--- src/rtl/ysyx_2022040010_mmio_resp_pkg.sv ---
`default_nettype none
// ============================================================================
// Module   : ysyx_2022040010_mmio_resp_pkg
// Purpose  : Shared address map, FSM encodings and byte-merge helper for the
//            uncached MMIO responder.
// Revision : 1.0 - initial release
// ============================================================================
package ysyx_2022040010_mmio_resp_pkg;

  localparam logic [63:0] c_uart_addr = 64'ha000_03f8;
  localparam logic [63:0] c_rtc_addr  = 64'ha000_0048;

  localparam logic [1:0] c_st_idle      = 2'd0;
  localparam logic [1:0] c_st_push_wait = 2'd1;
  localparam logic [1:0] c_st_resp      = 2'd2;

  typedef enum logic [1:0] {
    DEV_UART = 2'd0,
    DEV_RTC  = 2'd1,
    DEV_NONE = 2'd2
  } dev_e;

  // Replace the bytes of old_v selected by mask with those of new_v.
  function automatic logic [63:0] merge_bytes(input logic [63:0] old_v,
                                              input logic [63:0] new_v,
                                              input logic [7:0]  mask);
    logic [63:0] res;
    res = old_v;
    for (int i = 0; i < 8; i++) begin
      if (mask[i]) res[i*8 +: 8] = new_v[i*8 +: 8];
    end
    return res;
  endfunction

endpackage
`default_nettype wire

--- src/rtl/ysyx_2022040010_sync_fifo.sv ---
`default_nettype none
// ============================================================================
// Module   : ysyx_2022040010_sync_fifo
// Purpose  : Single-clock FIFO; a push is accepted while full if a pop frees
//            a slot in the same cycle. Head reads as zero when empty.
// Revision : 1.0 - initial release
// ============================================================================
module ysyx_2022040010_sync_fifo #(
  parameter int WIDTH = 8,
  parameter int DEPTH = 8
) (
  input  logic             clk,
  input  logic             rst_n,
  input  logic             i_push,
  input  logic [WIDTH-1:0] i_push_data,
  input  logic             i_pop,
  output logic [WIDTH-1:0] o_head,
  output logic             o_full,
  output logic             o_empty
);

  localparam int c_aw = (DEPTH > 1) ? $clog2(DEPTH) : 1;
  localparam logic [c_aw:0]   c_depth   = DEPTH[c_aw:0];
  localparam logic [c_aw:0]   c_cnt_one = 1;
  localparam logic [c_aw-1:0] c_ptr_one = 1;

  logic [WIDTH-1:0] r_mem [DEPTH];
  logic [c_aw-1:0]  r_wptr;
  logic [c_aw-1:0]  r_rptr;
  logic [c_aw:0]    r_count;
  logic             w_do_push;
  logic             w_do_pop;

  assign o_empty   = (r_count == '0);
  assign o_full    = (r_count == c_depth);
  assign w_do_pop  = i_pop && !o_empty;
  assign w_do_push = i_push && (!o_full || w_do_pop);
  assign o_head    = o_empty ? '0 : r_mem[r_rptr];

  always_ff @(posedge clk) begin
    if (w_do_push) r_mem[r_wptr] <= i_push_data;
  end

  // Power-of-two depth lets the pointers wrap by plain overflow.
  always_ff @(posedge clk or negedge rst_n) begin
    if (!rst_n) begin
      r_wptr  <= '0;
      r_rptr  <= '0;
      r_count <= '0;
    end else begin
      if (w_do_push) r_wptr <= r_wptr + c_ptr_one;
      if (w_do_pop)  r_rptr <= r_rptr + c_ptr_one;
      if (w_do_push && !w_do_pop)      r_count <= r_count + c_cnt_one;
      else if (w_do_pop && !w_do_push) r_count <= r_count - c_cnt_one;
    end
  end

endmodule
`default_nettype wire

--- src/rtl/ysyx_2022040010_mmio_resp.sv ---
`default_nettype none
// ============================================================================
// Module   : ysyx_2022040010_mmio_resp
// Purpose  : Uncached-side responder: UART TX FIFO register, microsecond RTC,
//            error response for every other address; one response per request.
// Revision : 1.0 - initial release
// ============================================================================
module ysyx_2022040010_mmio_resp
  import ysyx_2022040010_mmio_resp_pkg::*;
#(
  parameter logic [63:0] UART_ADDR  = c_uart_addr,
  parameter logic [63:0] RTC_ADDR   = c_rtc_addr,
  parameter int          FIFO_DEPTH = 8,
  parameter int          CLK_PER_US = 4
) (
  input  logic        clk,
  input  logic        rst_n,
  input  logic        req_valid_i,
  output logic        req_ready_o,
  input  logic [63:0] req_addr_i,
  input  logic        req_wen_i,
  input  logic [63:0] req_wdata_i,
  input  logic [7:0]  req_wmask_i,
  output logic        rsp_valid_o,
  input  logic        rsp_ready_i,
  output logic [63:0] rsp_rdata_o,
  output logic        rsp_err_o,
  output logic        tx_valid_o,
  input  logic        tx_ready_i,
  output logic [7:0]  tx_data_o
);

  localparam int c_pw = (CLK_PER_US > 1) ? $clog2(CLK_PER_US) : 1;
  localparam logic [c_pw-1:0] c_presc_last = c_pw'(CLK_PER_US - 1);
  localparam logic [c_pw-1:0] c_presc_one  = 1;

  logic [1:0]      r_state;
  logic [63:0]     r_rdata;
  logic            r_err;
  logic [7:0]      r_wbyte;
  logic [63:0]     r_mtime;
  logic [c_pw-1:0] r_presc;

  dev_e            w_dev;
  logic            w_acc;
  logic            w_full;
  logic            w_empty;
  logic            w_push_idle;
  logic            w_push_wait;
  logic            w_push;
  logic [7:0]      w_push_data;
  logic            w_rtc_wr;

  always_comb begin
    w_dev = DEV_NONE;
    if (req_addr_i == UART_ADDR)     w_dev = DEV_UART;
    else if (req_addr_i == RTC_ADDR) w_dev = DEV_RTC;
  end

  assign req_ready_o = (r_state == c_st_idle);
  assign rsp_valid_o = (r_state == c_st_resp);
  assign rsp_rdata_o = r_rdata;
  assign rsp_err_o   = r_err;
  assign tx_valid_o  = !w_empty;

  assign w_acc       = req_valid_i && req_ready_o;
  assign w_push_idle = w_acc && (w_dev == DEV_UART) && req_wen_i && req_wmask_i[0] && !w_full;
  // A pop in the same cycle frees the slot the stalled byte needs.
  assign w_push_wait = (r_state == c_st_push_wait) && (!w_full || tx_ready_i);
  assign w_push      = w_push_idle || w_push_wait;
  assign w_push_data = (r_state == c_st_push_wait) ? r_wbyte : req_wdata_i[7:0];
  assign w_rtc_wr    = w_acc && (w_dev == DEV_RTC) && req_wen_i;

  ysyx_2022040010_sync_fifo #(
    .WIDTH (8),
    .DEPTH (FIFO_DEPTH)
  ) u_tx_fifo (
    .clk         (clk),
    .rst_n       (rst_n),
    .i_push      (w_push),
    .i_push_data (w_push_data),
    .i_pop       (tx_ready_i),
    .o_head      (tx_data_o),
    .o_full      (w_full),
    .o_empty     (w_empty)
  );

  always_ff @(posedge clk or negedge rst_n) begin
    if (!rst_n) begin
      r_state <= c_st_idle;
      r_rdata <= '0;
      r_err   <= 1'b0;
      r_wbyte <= '0;
    end else begin
      case (r_state)
        c_st_idle: begin
          if (w_acc) begin
            r_rdata <= '0;
            r_err   <= 1'b0;
            r_wbyte <= req_wdata_i[7:0];
            r_state <= c_st_resp;
            case (w_dev)
              DEV_UART: begin
                if (req_wen_i) begin
                  if (req_wmask_i[0] && w_full) r_state <= c_st_push_wait;
                end else begin
                  r_rdata <= {63'b0, w_full};
                end
              end
              DEV_RTC: begin
                if (!req_wen_i) r_rdata <= r_mtime;
              end
              default: r_err <= 1'b1;
            endcase
          end
        end
        c_st_push_wait: begin
          if (w_push_wait) r_state <= c_st_resp;
        end
        c_st_resp: begin
          if (rsp_ready_i) r_state <= c_st_idle;
        end
        default: r_state <= c_st_idle;
      endcase
    end
  end

  // A register write overrides a coincident tick and restarts the prescaler.
  always_ff @(posedge clk or negedge rst_n) begin
    if (!rst_n) begin
      r_mtime <= '0;
      r_presc <= '0;
    end else if (w_rtc_wr) begin
      r_mtime <= merge_bytes(r_mtime, req_wdata_i, req_wmask_i);
      r_presc <= '0;
    end else if (r_presc == c_presc_last) begin
      r_presc <= '0;
      r_mtime <= r_mtime + 64'd1;
    end else begin
      r_presc <= r_presc + c_presc_one;
    end
  end

endmodule
`default_nettype wire

--- config.mk ---
export PLATFORM = sky130hd
export DESIGN_NAME = ysyx_2022040010_mmio_resp
export DESIGN_NICKNAME = d
export VERILOG_FILES = /design/src/rtl/ysyx_2022040010_mmio_resp_pkg.sv /design/src/rtl/ysyx_2022040010_sync_fifo.sv /design/src/rtl/ysyx_2022040010_mmio_resp.sv
export SDC_FILE = /design/constraint.sdc
export NUM_CORES = 1
export LEC_CHECK = 0
export ABC_AREA = 1
export CAP_MARGIN = 5
export CORE_UTILIZATION = 46
export CTS_CLUSTER_SIZE = 25
export DETAILED_ROUTE_END_ITERATION = 8
export GPL_ROUTABILITY_DRIVEN = 0
export PLACE_DENSITY = 0.83
export SLEW_MARGIN = 20
export SYNTH_ARGS = -nofsm -noshare
export SYNTH_HDL_FRONTEND = slang
export SYNTH_SLANG_ARGS = --single-unit
--- constraint.sdc ---
create_clock -name clk -period 3.9 [get_ports clk]
set_clock_uncertainty 0.1 [all_clocks]
set_input_delay 0.39 -clock clk [delete_from_list [all_inputs] [get_ports clk]]
set_output_delay 0.39 -clock clk [all_outputs]
set_load 0.03 [all_outputs]
==> results.cfg <==
[grt]
first_global_vias = 11400
track_usage_pct = 27.3
antenna_found_initial = 0
grt_pass1_wl_um = 57300
grt_max_degree = 93
grt_overflow = 0

[critical_path]
r2r_start = u_tx_fifo.r_count[0]
reg2reg_depth = 13
crit_required_ns = 3.41
start_kind = flip-flop
cpPeakStageDelay_ns = 0.70
r2r_slack_ns = 1.05
crit_type = reg2out
critPathMostFrequentCell = o21ai_0
r2r_end = u_tx_fifo.r_count[3]
critPathMaxFanout = 18
crit_chain = inv_1 > o21ai_0 > o22ai_1 > o21ai_0 > a31oi_1 > clkdlybuf4s50_1
crit_path_end_kind = output pin
cp_slowest_cell = clkdlybuf4s50_1
arrival_ns = 3.12

[power]
internal_power_mw = 4.37
p_seq_share_pct = 40.5
comb_power_share_pct = 22.7
power.density_nw_per_um2 = 409
vdd_drop_max_v = 0.000595
p_sw_share_pct = 29.8
finalPower_mw = 6.22
clkPwrFrac_pct = 36.9
netSwitchingPower_mw = 1.85
p_leak_nw = 6.56

[cells_and_area]
diodes = 0
finalNonFillerCells = 2178
fin_nets = 1983
syn2layout_area_growth_pct = 27.1
drive_above_1_share_pct = 4.82
fin_util_pct = 60.0
fillers = 2195

[detailed_routing]
avgRoutedWirePerCell_um = 16.3
drtPass1Iterations = 6
finalWirelength_um = 35600
ant_nets = 0
drc_errors = 0
num_vias = 11600
drtIter0Drc = 1190
via_per_inst = 5.32

[logic_synthesis]
synth_area_leaders = dfrtp_1 (32%), nand2_1 (20%), edfxtp_1 (16%)
synth-seq-cells = 215
synth_nets = 1777
yosys.area.top_type = dfrtp_1
synth-seq-area-share_pct = 47.7
synth.avg_cell_area_um2 = 7.35
synth_top_area_share_pct = 31.6
yosysWarnings = 0
synthCells = 1627
synth_area_um2 = 12000
ys_types = 37

[hold_path]
min_from = req_wen_i
worstHoldPathCells = 5
hold_end = r_state[0]
hp-class = in2reg

[place]
place_hpwl_um = 26700
io_buffers = 217
dp_cells = 2137
preCtsSetupSlack_ns = 0.563

[cts]
post-cts-setup-buffers = 0
numCtsBuffers = 23
cts_htree_levels = 1
cts_sinks = 215
worstSkewPairLatency_ns = 0.53
clk_pin_slew_worst_paths_ns = 0.06
cts_tree = done
cts_buffer_depth = 3
cts_root_buf = clkbuf_16

[floorplan]
io_pins = 218
start_util_pct = 47.2
die_w_um = 163
coreArea_um2 = 25300
rows = 58
dieArea_um2 = 26600
die_h_um = 163

[flow_run]
drv_cap = 0

[timing]
hold_viol = 0
min_period_ns = 3.61
slew_headroom_pct = 28.9
finalSetupTns_ns = 0
period_share_pct = 92.5
rsz0062_at_grt = no
setup_viol = 0
final.setup.worst_slack_ns = 0.291
worst_slew_pin_slew_ns = 1.06
slew_violations = 0
fmax_ghz = 0.277

[status]
status = finished, final reports clean
[per-layer routing]
metal / GRT usage (%) / routed length (µm)
met2: 46.4 / 17100
met3: 4.37 / 2790
met1: 34.8 / 14400
met4: 10.2 / 1330
met5: 0 / 0
[how the worst max path moves through the flow]
stage                        startpoint                   end  cells past startpoint  slack [ns]
floorplan                    r_state[0]  u_tx_fifo.r_count[3]                     15        1.15
global placement         req_addr_i[31]  u_tx_fifo.r_count[3]                     20        0.66
detailed placement       req_addr_i[13]  u_tx_fifo.r_count[3]                     19        0.56
CTS                 u_tx_fifo.r_rptr[1]          tx_data_o[5]                      6        0.29
global route        u_tx_fifo.r_rptr[1]          tx_data_o[5]                      6        0.11
finish              u_tx_fifo.r_rptr[1]          tx_data_o[5]                      6        0.29
[cell families after synthesis]
| family | Yosys count | synth area share (%) |
|---|---|---|
| fa+ha+maj | 8 | 0.900 |
| buf+inv | 166 | 5.83 |
| compound gates | 163 | 7.03 |
| simple gates | 1042 | 36.1 |
| flops | 215 | 47.7 |
| xor+xnor | 32 | 2.34 |
| mux | 1 | 0.0942 |
[synthesized netlist by cell type]
cell / n
nand2_1: 633
a31oi_1: 8
nor2_2: 4
xnor2_1: 4
o22ai_1: 8
nor2_8: 1
xor2_1: 28
and2_1: 1
fa_1: 1
and2_4: 1
nor2_1: 240
buf_6: 7
nand4_2: 2
nand3_1: 90
nand2_4: 3
nand3b_1: 1
mux2_2: 1
buf_4: 2
nand3_4: 1
dfrtp_1: 151
nor3b_1: 1
ha_1: 7
nor2_4: 8
o21ai_0: 126
a21o_1: 1
nor3_1: 3
clkinv_2: 1
o21ai_1: 12
edfxtp_1: 64
inv_1: 110
nand4_1: 39
clkbuf_1: 30
nand2_2: 14
o211ai_1: 1
inv_2: 6
buf_2: 10
a21oi_1: 7
[cell type report]
class	count	area, µm²	share of cell area (%)
Tap cell	330	413	2.72
Sequential cell	215	5700	37.5
Inverter	117	440	2.90
Multi-Input combinational cell	1246	5560	36.6
Clock inverter	11	169	1.11
Timing Repair Buffer	230	2290	15.1
Clock buffer	29	618	4.07
[what timing repair did]
item,in CTS,in global routing
gates resized for setup,0,0
hold buffers,1,0
endpoints found under the hold margin,59,0
[cells in the final DEF (no fill, tap or decap), types with 8 or more instances in the layout]
cell type / instances
nor2_1: 240
edfxtp_1: 64
nand2_2: 14
inv_1: 110
nand4_1: 39
o22ai_1: 8
clkdlybuf4s50_1: 215
clkbuf_16: 23
o21ai_0: 126
o21ai_1: 12
xor2_1: 28
nand3_1: 90
dfrtp_1: 151
nor2_4: 8
buf_4: 10
nand2_1: 633
a31oi_1: 8
[power groups by stage]
stage / Clock, mW / Sequential [mW] / Combinational (mW)
6_report: 2.29 / 2.52 / 1.41
5_1_grt: 2.40 / 2.53 / 1.55
4_1_cts: 2.31 / 2.51 / 1.41
3_5_place_dp: 0 / 2.56 / 1.41
3_3_place_gp: 0 / 2.55 / 1.36
2_1_floorplan: 0 / 2.52 / 0.854
[critical path: cells and delay by family (launching register included)]
family | cells | cell delay, ns
buffers and inverters | 2 | 1.24
flip-flops | 1 | 0.60
AO/OA/AOI/OAI | 4 | 0.74
[through the flow]
| stage | cell area [µm²] | hold WS (ns) |
|---|---|---|
| after floorplan | 12000 | -0.00559 |
| after global placement | 14400 | 0.290 |
| after CTS | 15200 | 0.163 |
| after detailed placement | 14400 | 0.292 |
| final | 15200 | 0.172 |
| after global routing | 15200 | 0.205 |
[state kept, by name, indices dropped and copies added (netlist names)]
register	flops
r_presc	2
u_tx_fifo.r_count	4
rsp_err_o	1
rsp_rdata_o	64
u_tx_fifo.r_rptr	3
u_tx_fifo.r_wptr	3
r_wbyte	8
r_state	2
r_mtime	64
u_tx_fifo.r_mem	64
Power figures use the tool's default switching activity.
